<file path="src/rtl/activation_unit_2ch_pkg.sv">
// Shared widths and constants for the dual-channel spiking activation stage.
package activation_unit_2ch_pkg;
    localparam int DATA_WIDTH  = 16;
    localparam int COUNT_WIDTH = 5;
    localparam logic [COUNT_WIDTH-1:0] COUNT_MAX = '1;
endpackage

</file>
<file path="src/rtl/activation_unit_2ch_channel.sv">
// One activation channel: signed threshold compare, registered spike, saturating spike count.
// Latency 1 cycle; no handshake, every cycle is a sample.
module activation_channel
    import activation_unit_2ch_pkg::*;
#(
    parameter int DW = DATA_WIDTH,
    parameter int CW = COUNT_WIDTH
) (
    input  logic          clk_i,
    input  logic          rst_i,
    input  logic [DW-1:0] threshold_i,
    input  logic [DW-1:0] potential_i,
    output logic          spike_o,
    output logic [CW-1:0] count_o
);
    localparam logic [CW-1:0] CNT_MAX = '1;

    logic          fire;
    logic          spike_d, spike_q;
    logic [CW-1:0] count_d, count_q;

    always_comb begin
        fire    = $signed(potential_i) >= $signed(threshold_i);
        spike_d = fire;
        count_d = count_q;
        // Saturate rather than wrap so readout never sees a false low count.
        if (fire && (count_q != CNT_MAX)) begin
            count_d = count_q + 1'b1;
        end
    end

    always_ff @(posedge clk_i) begin
        if (rst_i) begin
            spike_q <= 1'b0;
            count_q <= '0;
        end else begin
            spike_q <= spike_d;
            count_q <= count_d;
        end
    end

    assign spike_o = spike_q;
    assign count_o = count_q;
endmodule

</file>
<file path="src/rtl/activation_unit_2ch.sv">
// Dual-channel spiking activation stage; two independent channels, wiring only.
// Note: rstn is active-high despite its name, kept for drop-in port compatibility.
module activation_unit_2ch
    import activation_unit_2ch_pkg::*;
#(
    parameter int DATA_WIDTH  = activation_unit_2ch_pkg::DATA_WIDTH,
    parameter int COUNT_WIDTH = activation_unit_2ch_pkg::COUNT_WIDTH
) (
    input  logic                   clk,
    input  logic                   rstn,
    input  logic [DATA_WIDTH-1:0]  threshold_0,
    input  logic [DATA_WIDTH-1:0]  membrane_potential_0,
    input  logic [DATA_WIDTH-1:0]  threshold_1,
    input  logic [DATA_WIDTH-1:0]  membrane_potential_1,
    output logic                   out_spike_0,
    output logic [COUNT_WIDTH-1:0] accumulated_spikes_0,
    output logic                   out_spike_1,
    output logic [COUNT_WIDTH-1:0] accumulated_spikes_1
);
    activation_channel #(.DW(DATA_WIDTH), .CW(COUNT_WIDTH)) u_ch0 (
        .clk_i       (clk),
        .rst_i       (rstn),
        .threshold_i (threshold_0),
        .potential_i (membrane_potential_0),
        .spike_o     (out_spike_0),
        .count_o     (accumulated_spikes_0)
    );

    activation_channel #(.DW(DATA_WIDTH), .CW(COUNT_WIDTH)) u_ch1 (
        .clk_i       (clk),
        .rst_i       (rstn),
        .threshold_i (threshold_1),
        .potential_i (membrane_potential_1),
        .spike_o     (out_spike_1),
        .count_o     (accumulated_spikes_1)
    );
endmodule

</file>
<file path="config.mk">
export PLATFORM = sky130hd
export DESIGN_NAME = activation_unit_2ch
export DESIGN_NICKNAME = d
export VERILOG_FILES = /design/src/rtl/activation_unit_2ch_pkg.sv /design/src/rtl/activation_unit_2ch_channel.sv /design/src/rtl/activation_unit_2ch.sv
export SDC_FILE = /design/constraint.sdc
export NUM_CORES = 1
export LEC_CHECK = 0
export CORE_MARGIN = 2
export CORE_UTILIZATION = 44
export CTS_BUF_LIST = sky130_fd_sc_hd__clkbuf_2
export CTS_CLUSTER_DIAMETER = 80
export CTS_CLUSTER_SIZE = 8
export DETAILED_ROUTE_END_ITERATION = 8
export GPL_ROUTABILITY_DRIVEN = 0
export PLACE_DENSITY_LB_ADDON = 0.25
export SYNTH_ARGS = -nofsm -noshare
export SYNTH_HDL_FRONTEND = slang
export SYNTH_SLANG_ARGS = --single-unit
</file>
<file path="constraint.sdc">
create_clock -name clk -period 4.4 [get_ports clk]
set_clock_uncertainty 0.1 [all_clocks]
set_input_delay 0.66 -clock clk [delete_from_list [all_inputs] [get_ports clk]]
set_output_delay 0.66 -clock clk [all_outputs]
set_load 0.1 [all_outputs]
</file>
==> impl_metrics.tcl, run 1 <==
set metrics [dict create \
    syn_area_per_cell_um2 8.07 \
    drive_above_1_share_pct 4.58 \
    dr.pass1.iters 4 \
    antenna_found_initial 0 \
    initial_utilization_pct 45.3 \
    seqCellArea_um2 240 \
    cts_root_buf "clkbuf_2" \
    worstPathRequired_ps 4530 \
    numCtsBuffers 3 \
    synth_area_um2 1500 \
    die_x_um 62.4 \
    cts_setup_buffers 0 \
    worst_hold_slack_ps 461 \
    startpoint_type "primary input" \
    num_antenna_cells 0 \
    drv_slew 0 \
    yosys.area.top_type "ha_1" \
    htree_levels 1 \
    coreArea_um2 3310 \
    syn_inst 186 \
    cts_resized 0 \
    stdcell_count 308 \
    cpMaxStageDelayCell "or4b_2" \
    cp_data_arrival_time_ps 3090 \
    power_density_nw_per_um2 194 \
    r2r-end "u_ch0.count_o[4]$_SDFFE_PP0P_" \
    wirelength_um 3600 \
    grt_pass1_vias 1396 \
    nets 365 \
    hp-class "reg2reg" \
    rsz0062_at_grt "no" \
    io_pins 78 \
    r2r_cells 7 \
    vias 1575 \
    clk_latency_ps 280 \
    syn2layout_area_growth_pct 55.0 \
    fp-row-count 21 \
    fin_ws_ps 1440 \
    remaining_drc_errors 0 \
    cp-end-kind "flip-flop" \
    ir_drop_uv 213 \
    async_flop_share_pct 0 \
    yosys.area.top_type_share_pct 30.0 \
    finalHoldViolCount 0 \
    r2r_start "u_ch0.count_o[0]$_SDFFE_PP0P_" \
    grt_overflow_total 0 \
    grt_use_total_pct 18.8 \
    cts_tree "yes" \
    setup_tns_ps 0 \
    setup_viol 0 \
    yosys_register_bits 12 \
    hold_buffers 0 \
    dpl_worst_slack_ps 1150 \
    drtIter0Drc 33 \
    p_leak_nw 1.15 \
    tightest_slew_ps 984 \
    synth_area_leaders "ha_1 30%, dfxtp_1 16%, inv_1 9.5%, nand2_1 3.8%, a21oi_1 3.3%" \
    ys_seq_area_share_pct 16.0 \
    finalCritPeriodShare_pct 67.3 \
    critPathCapture "u_ch0.count_o[3]$_SDFFE_PP0P_" \
    syn_nets 288 \
    maxCapViolations 0 \
    grt_max_degree 19 \
    clock-sinks 12 \
    port_buffers 77 \
    die-area_um2 3890 \
    ys_dominant_reg_cell "dfxtp_1" \
    synth_warnings 0 \
    synth_edf_count 0 \
    status "complete, no violations" \
    reg2reg_slack_ps 2300 \
    criticalPathCategory "in2reg" \
    dp_cells 304 \
    ant_nets 0 \
    post_drt_wl_per_cell_um 11.7 \
    slowest_delay_ps 710 \
    fin_crit_ps 2960 \
    cts_max_path_buffers 2 \
    dp_hpwl_um 3080 \
    placed_area_um2 2310 \
    grt_pass1_wl_um 6150 \
    dieHeight_um 62.4 \
    stdcell_area_um2 2320 \
    via_per_inst 5.11 \
    ys_types 44 \
    path_cells "clkdlybuf4s50_1 > inv_1 > ha_1 > a21o_1 > a211oi_1 > a41oi_2 > or4b_2 > nand4_1" \
    crit_start "threshold_0[13]" \
    fillers 278 \
    relSlewSlack_pct 34.2 \
    clk_pin_slew_ps 130 \
    multi_input_area_um2 1090 \
    timing.fmax_ghz 0.338 \
    crit_fanout 11 \
]
[layout make-up]
type,instances,share of cell area (%)
clock inverters,1,0.161
clock buffers,3,0.646
repair buffers,77,33.2
flip-flops and latches,12,10.3
well taps,46,2.48
multi-input cells,131,47.1
inverters,38,6.14
[Yosys cell counts, drive strengths merged, types with 2 or more instances]
library cell  count
o311ai            2
a32o              2
a21o              4
a221oi            3
dfxtp            12
nor3              4
mux2i             2
nor2             10
nor4b             4
ha               36
a21oi            10
nand2            15
nand4             5
buf               2
a211oi            2
nor2b             2
o21ai             4
a211o             3
clkbuf            3
and3              4
inv              38
nor4              2
[cell families (layout without fill, tap and decap cells)]
logic type,Yosys count,in the layout,synth area share [%]
muxes,3,3,2.09
buffers and inverters,43,119,11.0
and+or+nand+nor,53,53,19.3
adders and majority gates,36,36,30.0
xor gates and xnor gates,1,1,0.584
AOI/OAI and AO/OA,38,38,21.0
DFF,12,12,16.0
[critical path: cells and delay by family]
family	cells	cell delay (ps)
AO/OA/AOI/OAI	3	820
adder cells (fa/ha/maj)	1	300
buffers and inverters	2	490
AND/OR/NAND/NOR	2	810
[flip-flops by register name (all words and copies together) (netlist names)]
| name | cells |
|---|---|
| u_ch0.count_o | 5 |
| u_ch1.count_o | 5 |
| u_ch0.spike_o | 1 |
| u_ch1.spike_o | 1 |
[cell usage in the layout, fill, tap and decap left out, types with 4 or more instances in the layout]
master and n:
a21oi_1 10, inv_1 38, nand2_1 15, nor2_1 10
clkdlybuf4s50_1 77, nor4b_1 4, a21o_1 4, ha_1 36
dfxtp_1 12, o21ai_0 4, nand4_1 5, and3_1 4
[through the flow]
stage          power [mW]  util (%)
2_1_floorplan       0.297         -
3_3_place_gp        0.389      69.7
3_5_place_dp        0.392      69.7
4_1_cts             0.452      70.2
5_1_grt             0.479      70.2
6_report            0.450      70.2
[power breakdown]
group          internal [mW]  switching (mW)
sequential             0.119          0.0110
combinational          0.115           0.144
clock                 0.0197          0.0407
total                  0.254           0.196
[metal layers]
metal	track usage [%]	wire length, um	vias up
met1	26.5	1750	704
met4	4.17	34	0
met5	0	0	-
met3	3.24	231	5
met2	30.3	1590	48
li1	-	-	818
[worst min path at each step]
| stage | startpoint | endpoint | slack [ps] | cells after the start |
|---|---|---|---|---|
| after floorplan | u_ch0.count_o[2]$_SDFFE_PP0P_ | u_ch0.count_o[2]$_SDFFE_PP0P_ | 860 | 2 |
| after global placement | u_ch1.count_o[4]$_SDFFE_PP0P_ | u_ch1.count_o[4]$_SDFFE_PP0P_ | 420 | 2 |
| after detailed placement | u_ch1.count_o[4]$_SDFFE_PP0P_ | u_ch1.count_o[4]$_SDFFE_PP0P_ | 440 | 2 |
| after CTS | u_ch1.count_o[1]$_SDFFE_PP0P_ | u_ch1.count_o[1]$_SDFFE_PP0P_ | 470 | 2 |
| after global routing | u_ch1.count_o[4]$_SDFFE_PP0P_ | u_ch1.count_o[4]$_SDFFE_PP0P_ | 510 | 2 |
| final | u_ch1.count_o[1]$_SDFFE_PP0P_ | u_ch1.count_o[1]$_SDFFE_PP0P_ | 460 | 2 |
Note: power is estimated with default switching activity, not from simulation.
==> inputs of run 2 (changes only) <==
--- a/config.mk
+++ b/config.mk
@@ -6,7 +6,7 @@
 export NUM_CORES = 1
 export LEC_CHECK = 0
 export CORE_MARGIN = 2
-export CORE_UTILIZATION = 44
+export CORE_UTILIZATION = 37
 export CTS_BUF_LIST = sky130_fd_sc_hd__clkbuf_2
 export CTS_CLUSTER_DIAMETER = 80
 export CTS_CLUSTER_SIZE = 8
==> constraint.sdc (replaced) <==
create_clock -name clk -period 2.65 [get_ports clk]
set_clock_uncertainty 0.1 [all_clocks]
set_input_delay 0.3975 -clock clk [delete_from_list [all_inputs] [get_ports clk]]
set_output_delay 0.3975 -clock clk [all_outputs]
set_load 0.1 [all_outputs]
==> run 2 against run 1 <==
Net effect: count of clock-buffer cells in the layout did not move; sequential cell count did not move; hold slack got worse by 9.2 ps; die area rose by 18%; critical path type unchanged; critical path depth rose by 1; register-to-register slack got worse by 1700 ps; sequential power rose by 68%; non-clock buffer count rose by 13; sequential share of layout area fell by 0.56 points; largest power group unchanged; worst setup slack got worse by 1300 ps.
==> impl_metrics.tcl, run 2 (synthesis results as in run 1) <==
set metrics [dict create \
    relSlewSlack_pct 75.2 \
    power_density_nw_per_um2 316 \
    cp_data_arrival_time_ps 2670 \
    stdcell_count 326 \
    fp-row-count 23 \
    hp-class "reg2reg" \
    p_leak_nw 1.25 \
    finalCritPeriodShare_pct 96.4 \
    cp-end-kind "flip-flop" \
    ant_nets 0 \
    via_per_inst 4.83 \
    initial_utilization_pct 38.1 \
    startpoint_type "primary input" \
    die-area_um2 4580 \
    maxCapViolations 0 \
    tightest_slew_ps 368 \
    wirelength_um 3720 \
    dieHeight_um 67.7 \
    rsz0062_at_grt "yes" \
    final_common_cell "clkdlybuf4s50_1" \
    syn2layout_area_growth_pct 65.5 \
    cts_max_path_buffers 2 \
    dp_hpwl_um 2980 \
    hold_path_end "u_ch1.count_o[4]$_SDFFE_PP0P_" \
    grt_pass1_vias 1413 \
    antenna_found_initial 0 \
    dp_cells 318 \
    drv_slew 0 \
    clk_latency_ps 270 \
    layout_common_cells "65 x clkdlybuf4s50_1, 38 x inv_1, 36 x ha_1, 25 x buf_4, 15 x nand2_1" \
    drive_above_1_share_pct 16.7 \
    fin_util_pct 63.0 \
    fin_crit_ps 2550 \
    r2r_cells 7 \
    nets 379 \
    coreArea_um2 3940 \
    r2r_start "u_ch0.count_o[0]$_SDFFE_PP0P_" \
    cts_root_buf "clkbuf_2" \
    io_pins 78 \
    clk_pin_slew_ps 130 \
    num_antenna_cells 0 \
    crit_fanout 5 \
    finalHoldViolCount 0 \
    grt_use_total_pct 15.6 \
    htree_levels 1 \
    reg2reg_slack_ps 620 \
    status "complete, no violations" \
    setup_viol 0 \
    criticalPathCategory "in2reg" \
    cts_tree "yes" \
    r2r-end "u_ch0.count_o[1]$_SDFFE_PP0P_" \
    holdPathStages 2 \
    drtIter0Drc 23 \
    ir_drop_uv 456 \
    grt_max_degree 11 \
    vias 1575 \
    port_buffers 77 \
    grt_pass1_wl_um 5760 \
    dr.pass1.iters 4 \
    grt_overflow_total 0 \
    remaining_drc_errors 0 \
    post_drt_wl_per_cell_um 11.4 \
    worstPathRequired_ps 2770 \
    clock-sinks 12 \
    die_x_um 67.7 \
    timing.fmax_ghz 0.391 \
    numCtsBuffers 3 \
    hold_buffers 0 \
    worst_hold_startpoint "u_ch1.count_o[4]$_SDFFE_PP0P_" \
]
## run 2: cell count changes in the layout (fill, tap and decap cells not counted), moves of 2 or more
cell,delta
buf_4,+25
clkdlybuf4s50_1,-12
dfxtp_1,-2
dfxtp_2,+2
nor3_1,-2
nor3_4,+2
## run 2: worst max-delay path, stage by stage
cell,delay [ps]
clkdlybuf4s50_1,450
inv_1,40
ha_1,290
nand4_1,220
nor3_2,290
o31a_1,270
a41oi_4,70
or4b_4,540
nand4_1,90
## run 2: final cells by class
class | instances | area (um2)
Sequential cell | 12 | 243
Clock inverter | 1 | 3.75
Tap cell | 50 | 62.6
Fill cell | 360 | 1460
Clock buffer | 3 | 15.0
Inverter | 38 | 143
Multi-Input combinational cell | 132 | 1180
Timing Repair Buffer | 90 | 838
## run 2: layer usage
metal	global-route usage [%]	wire length [um]	vias to the layer above
li1	-	-	844
met1	20.3	1720	686
met2	26.8	1710	41
met3	2.00	263	4
met4	4.59	27	0
met5	0	0	-
## run 2: worst max path at each step
stage / end / start / cells after the start / slack (ps)
global route: u_ch0.count_o[3]$_SDFFE_PP0P_ / threshold_0[13] / 9 / -30
detailed placement: u_ch0.count_o[1]$_SDFFE_PP0P_ / threshold_0[15] / 8 / -300
CTS: u_ch0.count_o[3]$_SDFFE_PP0P_ / threshold_0[13] / 8 / 10
global placement: u_ch0.count_o[4]$_SDFFE_PP0P_ / threshold_0[13] / 9 / -310
floorplan: u_ch0.count_o[1]$_SDFFE_PP0P_ / u_ch0.count_o[2]$_SDFFE_PP0P_ / 7 / 100
finish: u_ch0.count_o[3]$_SDFFE_PP0P_ / threshold_0[15] / 9 / 100
## run 2: power by group
| part | internal, mW | leakage [nW] | switching, mW |
|---|---|---|---|
| logic | 0.209 | 1.14 | 0.256 |
| registers | 0.199 | 0.0990 | 0.0193 |
| clock network | 0.0328 | 0.0140 | 0.0668 |
## run 2: repair_timing
item	CTS	global route
endpoints found under the setup margin	1	7
pin swaps	0	7
gates cloned	0	1
resized for setup	1	11
setup buffers	0	3
## run 2: stage by stage
step	total power, mW	setup TNS (ps)	cell area [um2]	setup WS [ps]	hold WS (ps)
global route	0.838	-61.3	2480	-34.1	500
CTS	0.767	0	2390	10.2	463
detailed placement	0.663	-2400	2360	-299	427
floorplan	0.494	0	1500	99.9	662
finish	0.783	0	2480	95.1	452
global placement	0.657	-2300	2360	-312	406
==> inputs of run 3 (changes only) <==
--- a/config.mk
+++ b/config.mk
@@ -6,9 +6,8 @@
 export NUM_CORES = 1
 export LEC_CHECK = 0
 export CORE_MARGIN = 2
-export CORE_UTILIZATION = 37
+export CORE_UTILIZATION = 44
 export CTS_BUF_LIST = sky130_fd_sc_hd__clkbuf_2
-export CTS_CLUSTER_DIAMETER = 80
 export CTS_CLUSTER_SIZE = 8
 export DETAILED_ROUTE_END_ITERATION = 8
 export GPL_ROUTABILITY_DRIVEN = 0
==> constraint.sdc (replaced) <==
create_clock -name clk -period 3.3 [get_ports clk]
set_clock_uncertainty 0.1 [all_clocks]
set_input_delay 0.495 -clock clk [delete_from_list [all_inputs] [get_ports clk]]
set_output_delay 0.495 -clock clk [all_outputs]
set_load 0.1 [all_outputs]
==> run 3 against run 2 <==
Net effect: first-iteration DRC count grew to 2.6 times the previous value; highest routed layer unchanged; clock power is 22% lower; count of clock-buffer cells in the layout is the same; largest cell class unchanged; sequential cell count unchanged; global-route usage up 4.0 points.
==> impl_metrics.tcl, run 3 (synthesis results as in run 1) <==
set metrics [dict create \
    use_met2_pct 32.2 \
    worst_hold_slack_ps 454 \
    power_density_nw_per_um2 257 \
    port_buffers 77 \
    hp-class "reg2reg" \
    syn2layout_area_growth_pct 53.8 \
    timing.fmax_ghz 0.359 \
    hold_buffers 0 \
    tightest_slew_ps 973 \
    rsz0062_at_grt "no" \
    io_pins 78 \
    die-area_um2 3890 \
    cts_root_buf "clkbuf_2" \
    cts_max_path_buffers 2 \
    grt_pass1_wl_um 6430 \
    dp_hpwl_um 3150 \
    layout_common_cells "67 x clkdlybuf4s50_1, 38 x inv_1, 36 x ha_1, 15 x nand2_1, 12 x dfxtp_1" \
    drive_above_1_share_pct 8.75 \
    power.total_mw 0.594 \
    remaining_drc_errors 0 \
    maxCapViolations 0 \
    clk_pin_slew_ps 120 \
    coreArea_um2 3310 \
    die_x_um 62.4 \
    fp-row-count 21 \
    cts_tree "yes" \
    via_per_inst 5.00 \
    nets 366 \
    p_leak_nw 1.17 \
    finalCritPeriodShare_pct 84.3 \
    stdcell_area_um2 2310 \
    fillers 295 \
    grt_util_met1_pct 26.7 \
    dp_cells 305 \
    numCtsBuffers 3 \
    fin_util_pct 69.7 \
    grt.busiest_layer "met2" \
    clk_latency_ps 270 \
    multi_input_area_um2 1090 \
    dr.pass1.iters 4 \
    placed_area_um2 2290 \
    setup_viol 0 \
    cp_data_arrival_time_ps 2900 \
    drv_slew 0 \
    grt_max_degree 18 \
    crit_fanout 11 \
    fin_crit_ps 2780 \
    final_common_cell "clkdlybuf4s50_1" \
    startpoint_type "primary input" \
    antenna_found_initial 0 \
    use_met3_pct 4.32 \
    status "complete, no violations" \
    dieHeight_um 62.4 \
    grt_pass1_vias 1467 \
    vias 1546 \
    cts_setup_buffers 0 \
    ir_drop_uv 269 \
    cts_resized 0 \
    grt_overflow_total 0 \
    num_antenna_cells 0 \
    relSlewSlack_pct 34.9 \
    fin_ws_ps 517 \
    ant_nets 0 \
    worstPathRequired_ps 3420 \
    seqCellArea_um2 240 \
    criticalPathCategory "in2reg" \
    finalHoldViolCount 0 \
    cp-end-kind "flip-flop" \
    post_drt_wl_per_cell_um 11.9 \
    wirelength_um 3670 \
    stdcell_count 309 \
    drtIter0Drc 59 \
    initial_utilization_pct 45.3 \
    setup_tns_ps 0 \
    htree_levels 1 \
    clock-sinks 12 \
    dpl_worst_slack_ps 226 \
    grt_use_total_pct 19.7 \
]
[run 3: cell types whose count changed in the layout (fill, tap and decap cells not counted), moves of 2 or more]
cell             delta
buf_4              -14
clkdlybuf4s50_1     +2
dfxtp_1             +2
dfxtp_2             -2
nor3_1              +2
nor3_4              -2
[run 3: cell type report]
class	instances	share of cell area [%]
well taps	46	2.49
inverters	38	6.18
clock buffers	3	0.651
clock inverters	1	0.163
multi-input cells	131	47.5
repair buffers	78	32.6
flip-flops and latches	12	10.4
[run 3: path summary, 6_finish.rpt]
path                                  from                       endpoint  slack (ps)  cells after the start
max                        threshold_0[13]  u_ch0.count_o[3]$_SDFFE_PP0P_         520                      8
min          u_ch1.count_o[4]$_SDFFE_PP0P_  u_ch1.count_o[4]$_SDFFE_PP0P_         450                      2
max reg2reg  u_ch0.count_o[0]$_SDFFE_PP0P_  u_ch0.count_o[1]$_SDFFE_PP0P_        1230                      7
min reg2reg  u_ch1.count_o[4]$_SDFFE_PP0P_  u_ch1.count_o[4]$_SDFFE_PP0P_         450                      2
[run 3: report_power, final]
part           leakage (nW)  switching [mW]  total (mW)  internal, mW
registers            0.0983          0.0151       0.174         0.159
clock network        0.0140          0.0514      0.0777        0.0263
logic                  1.06           0.193       0.342         0.150
total                  1.17           0.259       0.594         0.335
[run 3: metal layers]
metal | routed length (um) | vias to the layer above | share of wire (%)
met5 | 0 | - | 0
met4 | 44 | 0 | 1.2
met3 | 303 | 7 | 8.3
met2 | 1610 | 54 | 44
met1 | 1700 | 665 | 46
li1 | - | 820 | -
[run 3: worst max-delay path: stages]
cell and delay (ps):
clkdlybuf4s50_1 450, inv_1 40, ha_1 290, a21o_1 180, a211oi_1 310, a41oi_2 330
or4b_2 700, nand4_1 100
==> RTL edit 1 (flow settings as in run 2) <==
Register the inputs `threshold_0`, `membrane_potential_0`, `threshold_1` and `membrane_potential_1` before use. The logic sees them one clock later.
--- a/src/rtl/activation_unit_2ch.sv
+++ b/src/rtl/activation_unit_2ch.sv
@@ -17,11 +17,24 @@
     output logic                   out_spike_1,
     output logic [COUNT_WIDTH-1:0] accumulated_spikes_1
 );
+
+    logic [DATA_WIDTH-1:0] threshold_0_q;
+    logic [DATA_WIDTH-1:0] membrane_potential_0_q;
+    logic [DATA_WIDTH-1:0] threshold_1_q;
+    logic [DATA_WIDTH-1:0] membrane_potential_1_q;
+
+    always_ff @(posedge clk) begin
+        threshold_0_q          <= threshold_0;
+        membrane_potential_0_q <= membrane_potential_0;
+        threshold_1_q          <= threshold_1;
+        membrane_potential_1_q <= membrane_potential_1;
+    end
+
     activation_channel #(.DW(DATA_WIDTH), .CW(COUNT_WIDTH)) u_ch0 (
         .clk_i       (clk),
         .rst_i       (rstn),
-        .threshold_i (threshold_0),
-        .potential_i (membrane_potential_0),
+        .threshold_i (threshold_0_q),
+        .potential_i (membrane_potential_0_q),
         .spike_o     (out_spike_0),
         .count_o     (accumulated_spikes_0)
     );
@@ -29,8 +42,8 @@
     activation_channel #(.DW(DATA_WIDTH), .CW(COUNT_WIDTH)) u_ch1 (
         .clk_i       (clk),
         .rst_i       (rstn),
-        .threshold_i (threshold_1),
-        .potential_i (membrane_potential_1),
+        .threshold_i (threshold_1_q),
+        .potential_i (membrane_potential_1_q),
         .spike_o     (out_spike_1),
         .count_o     (accumulated_spikes_1)
     );
Function: changed (Yosys sat finds a counterexample within 4 cycles, from zero or initial values and one cycle with rstn high).
==> RTL edit 1 against run 2 <==
- via count grew 26%
- clock power grew to 6.2 times the old value
- routed wire length grew 39%
- sequential cell count grew 64
- cell area grew 52%
- worst setup slack gained 0.058 ns
- first-iteration DRC count grew 48%
- total power grew to 2.9 times the old value
- area after synthesis grew 85%
- critical path type is now register to register
- largest cell class is now registers
- largest power group is now sequential cells
==> RTL edit 1: results (changes against run 2) <==
CTS
  • H-tree levels: 3 (was 1)
  • Clk pin slew, worst setup/hold paths: 0.21 ns (was 0.13 ns)

Worst setup path
  • Reg2reg setup slack: 0.15 ns (was 0.62 ns)
  • Critical path's largest stage delay: 0.63 ns (was 0.54 ns)
  • Reg2Reg Depth: 9 (was 7)
  • Critical path data arrival time: 2.84 ns (was 2.67 ns)

Power
  • Internal power: 0.00163 W (was 0.000441 W)
  • Part of the power in registers: 0.543 (was 0.279)
  • Power Density: 610 nW/um^2 (was 316 nW/um^2)
  • LEAKAGE: 1.78 nW (was 1.25 nW)

Logic synthesis
  • Avg Cell Area, Syn: 11.1 um^2 (was 8.07 um^2)
  • Seq/Total Area, Yosys: 0.548 (was 0.160)
  • Post-synthesis mux area share: 0.0113 (was 0.0209)
  • Synth cell types: 43 (was 44)

Placed design
  • Placed Area: 3630 um^2 (was 2360 um^2)
  • DP Worst Slack: -0.00642 ns (was -0.299 ns)
  • DP HPWL: 3950 um (was 2980 um)
  • # placed instances: 422 (was 318)

STA
  • Max-slew headroom: 0.748 (was 0.752)

Drt
  • Routed via count: 1991 (was 1575)
  • Routed wl met3: 254 um (was 263 um)
  • Post-DR vias/cell: 4.53 (was 4.83)

Global route
  • Wire length of the first global-routing pass: 8710 um (was 5760 um)
  • Pin count of the biggest net entering global routing: 14 (was 11)
  • Met2 Use GR: 0.205 (was 0.268)

Cells and area
  • Share of layout cells above drive strength 1: 0.123 (was 0.167)

Status
  • Status: complete, no violations (unchanged)
[RTL edit 1: cell types whose count changed after synthesis, sizes merged]
cell	change
dfxtp	+64
and2b	-1
nor2b	+1
[RTL edit 1: worst max-delay path: cells and delay by family, from the launching register on]
kind            cells  cell delay, ns
buf+inv             2            0.23
flops               1            0.35
compound gates      2            0.22
simple gates        4            1.26
fa+ha+maj           1            0.29
[RTL edit 1: through the flow]
step | setup TNS (ns) | utilization
after global placement | 0 | 0.501
after detailed placement | -0.00642 | 0.501
after global routing | -0.0505 | 0.519
after floorplan | 0 | -
after CTS | 0 | 0.518
final | 0 | 0.519
[RTL edit 1: final cells by class]
cell class,count,area [um^2]
sequential,76,1520
inverter,38,143
fill,679,3490
multi-input combinational,131,1100
tap,99,124
clock buffer,10,50.0
timing repair buffer,80,763
clock inverter,6,63.8
[RTL edit 1: what timing repair did]
action,in CTS,in global routing
hold buffers,0,0
pin swaps,1,0
setup endpoints to repair,4,6
setup buffers,2,0
resized for setup,0,1
==> RTL edit 2 (flow settings as in run 2) <==
Made on the original files. Set the package constant `DATA_WIDTH` to 12 (it was 16).
--- a/src/rtl/activation_unit_2ch_pkg.sv
+++ b/src/rtl/activation_unit_2ch_pkg.sv
@@ -1,6 +1,6 @@
 // Shared widths and constants for the dual-channel spiking activation stage.
 package activation_unit_2ch_pkg;
-    localparam int DATA_WIDTH  = 16;
+    localparam int DATA_WIDTH  = 12;
     localparam int COUNT_WIDTH = 5;
     localparam logic [COUNT_WIDTH-1:0] COUNT_MAX = '1;
 endpackage
Interface: changed (resized membrane_potential_0, membrane_potential_1, threshold_0 and threshold_1); port bits go from 78 to 62. The function was not compared with the original's and may differ.
==> RTL edit 2 against run 2 <==
- cell count shrank 23%
- clock power shrank 7.8%
- sequential cell count is the same
- cell area shrank 25%
- worst hold slack lost 0.046 ns
- total power shrank 10%
- count of clock-buffer cells in the layout is the same
- combinational power shrank 15%
- non-clock buffer count shrank 25
- routed wire length shrank 26%
- via count shrank 26%
- worst setup slack gained 0.12 ns
- area after synthesis shrank 22%
- critical endpoint is now u_ch1.count_o[0]
- largest cell class unchanged
- largest power group unchanged
- highest routed layer is now met3
==> RTL edit 2: results (changes against run 2) <==
Logic synthesis
  • Post-synth top cells: 30 x inv_1, 28 x ha_1, 14 x nor2_1 (was 38 x inv_1, 36 x ha_1, 15 x nand2_1)
  • Seq/Total Area, Yosys: 0.205 (was 0.160)
  • Synth cell types: 32 (was 44)
  • Syn_nets: 216 (was 288)

Cells and area
  • Share of layout cells above drive strength 1: 0.136 (was 0.167)
  • Comb_multi_in: 95 (was 132)
  • Fill cells: 283 (was 360)
  • NonClk Buf Share: 0.330 (was 0.338)
  • Multi-input gate area: 816 um^2 (was 1180 um^2)
  • Clock network contribution to total cell area: 0.0101 (was 0.00756)
  • Count of plain and timing-repair buffers: 65 (was 90)

STA
  • Measured slew at the worst slew-check pin: 0.474 ns (was 0.368 ns)
  • Fin crit share: 0.917 (was 0.964)
  • WHS: 0.405 ns (was 0.452 ns)

Worst setup path
  • Crit-path slowest cell: clkdlybuf4s50_1 (was or4b_4)
  • Worst setup path endpoint: u_ch1.count_o[0] (was u_ch0.count_o[3])
  • Worst flop-to-flop path endpoint: u_ch0.count_o[4] (was u_ch0.count_o[1])
  • Setup crit start: threshold_1[9] (was threshold_0[15])
  • RR Startpoint: u_ch0.count_o[0] (unchanged)
  • Critical path's largest stage delay: 0.47 ns (was 0.54 ns)
  • CP max FO: 3 (was 5)

CTS
  • CTS resizes: 0 (was 1)
  • Clk pin slew, worst setup/hold paths: 0.11 ns (was 0.13 ns)

Placed design
  • DP HPWL: 2480 um (was 2980 um)
  • PortBufs: 61 (was 77)
  • DP Worst Slack: -0.0281 ns (was -0.299 ns)

Power
  • Max VDD drop: 267 uV (was 456 uV)
  • LEAKAGE: 0.947 nW (was 1.25 nW)

Global route
  • GRT Util Overall: 0.167 (was 0.156)
  • Pin count of the biggest net entering global routing: 14 (was 11)
  • Wire length of the first global-routing pass: 4660 um (was 5760 um)
  • Vias in the first global route: 1217 (was 1413)

Hold path
  • Hold EP: u_ch1.count_o[1] (was u_ch1.count_o[4])
  • Hold_sp: u_ch1.count_o[1] (was u_ch1.count_o[4])

Drt
  • Drt total wl: 2770 um (was 3720 um)
  • First DRT Iteration DRCs: 5 (was 23)
  • Post-DR vias/cell: 4.68 (was 4.83)

Status
  • Status: complete, no violations (unchanged)
-- RTL edit 2: cell count changes after synthesis, moves of 3 or more --
cell / delta
a21oi_1: -5
nor4b_1: -4
nand2_1: -8
ha_1: -8
a211o_1: -3
nor2_1: +4
inv_1: -8
-- RTL edit 2: cells by family (layout without fill, tap and decap cells) --
family | Yosys count | after routing | share of synthesized area
AO/OA/AOI/OAI | 23 | 23 | 0.176
AND/OR/NAND/NOR | 35 | 35 | 0.142
adder cells (fa/ha/maj) | 28 | 28 | 0.299
multiplexers | 6 | 6 | 0.0566
flip-flops | 12 | 12 | 0.205
buffers and inverters | 31 | 99 | 0.0993
XOR/XNOR | 3 | 3 | 0.0224
-- RTL edit 2: routing by layer --
layer	vias to the layer above	GRT usage	wire length, um
li1	605	-	-
met1	527	0.154	978
met2	38	0.363	1600
met3	0	0.0368	189
met4	0	0.0190	0
met5	-	0	0
-- RTL edit 2: stage by stage --
stage | util | power [W] | setup TNS (ns) | area, um^2 | std cells
floorplan | - | 0.000479 | 0 | 1170 | 138
global placement | 0.606 | 0.000607 | 0 | 1830 | 246
detailed placement | 0.606 | 0.000620 | -0.0438 | 1830 | 246
CTS | 0.612 | 0.000712 | 0 | 1850 | 250
global route | 0.612 | 0.000753 | 0 | 1850 | 250
finish | 0.612 | 0.000705 | 0 | 1850 | 250
-- RTL edit 2: power breakdown --
| part | internal [W] | switching, W |
|---|---|---|
| registers | 0.000199 | 0.0000179 |
| clock network | 0.0000328 | 0.0000590 |
| logic | 0.000163 | 0.000233 |
-- RTL edit 2: worst register-to-register path, cell delays in order (launching register included) --
cell      delay [ns]
dfxtp_1         0.37
ha_1            0.23
and3_1          0.19
ha_1            0.20
a211oi_4        0.18
buf_4           0.18
mux2i_1         0.21
nor2_1          0.06
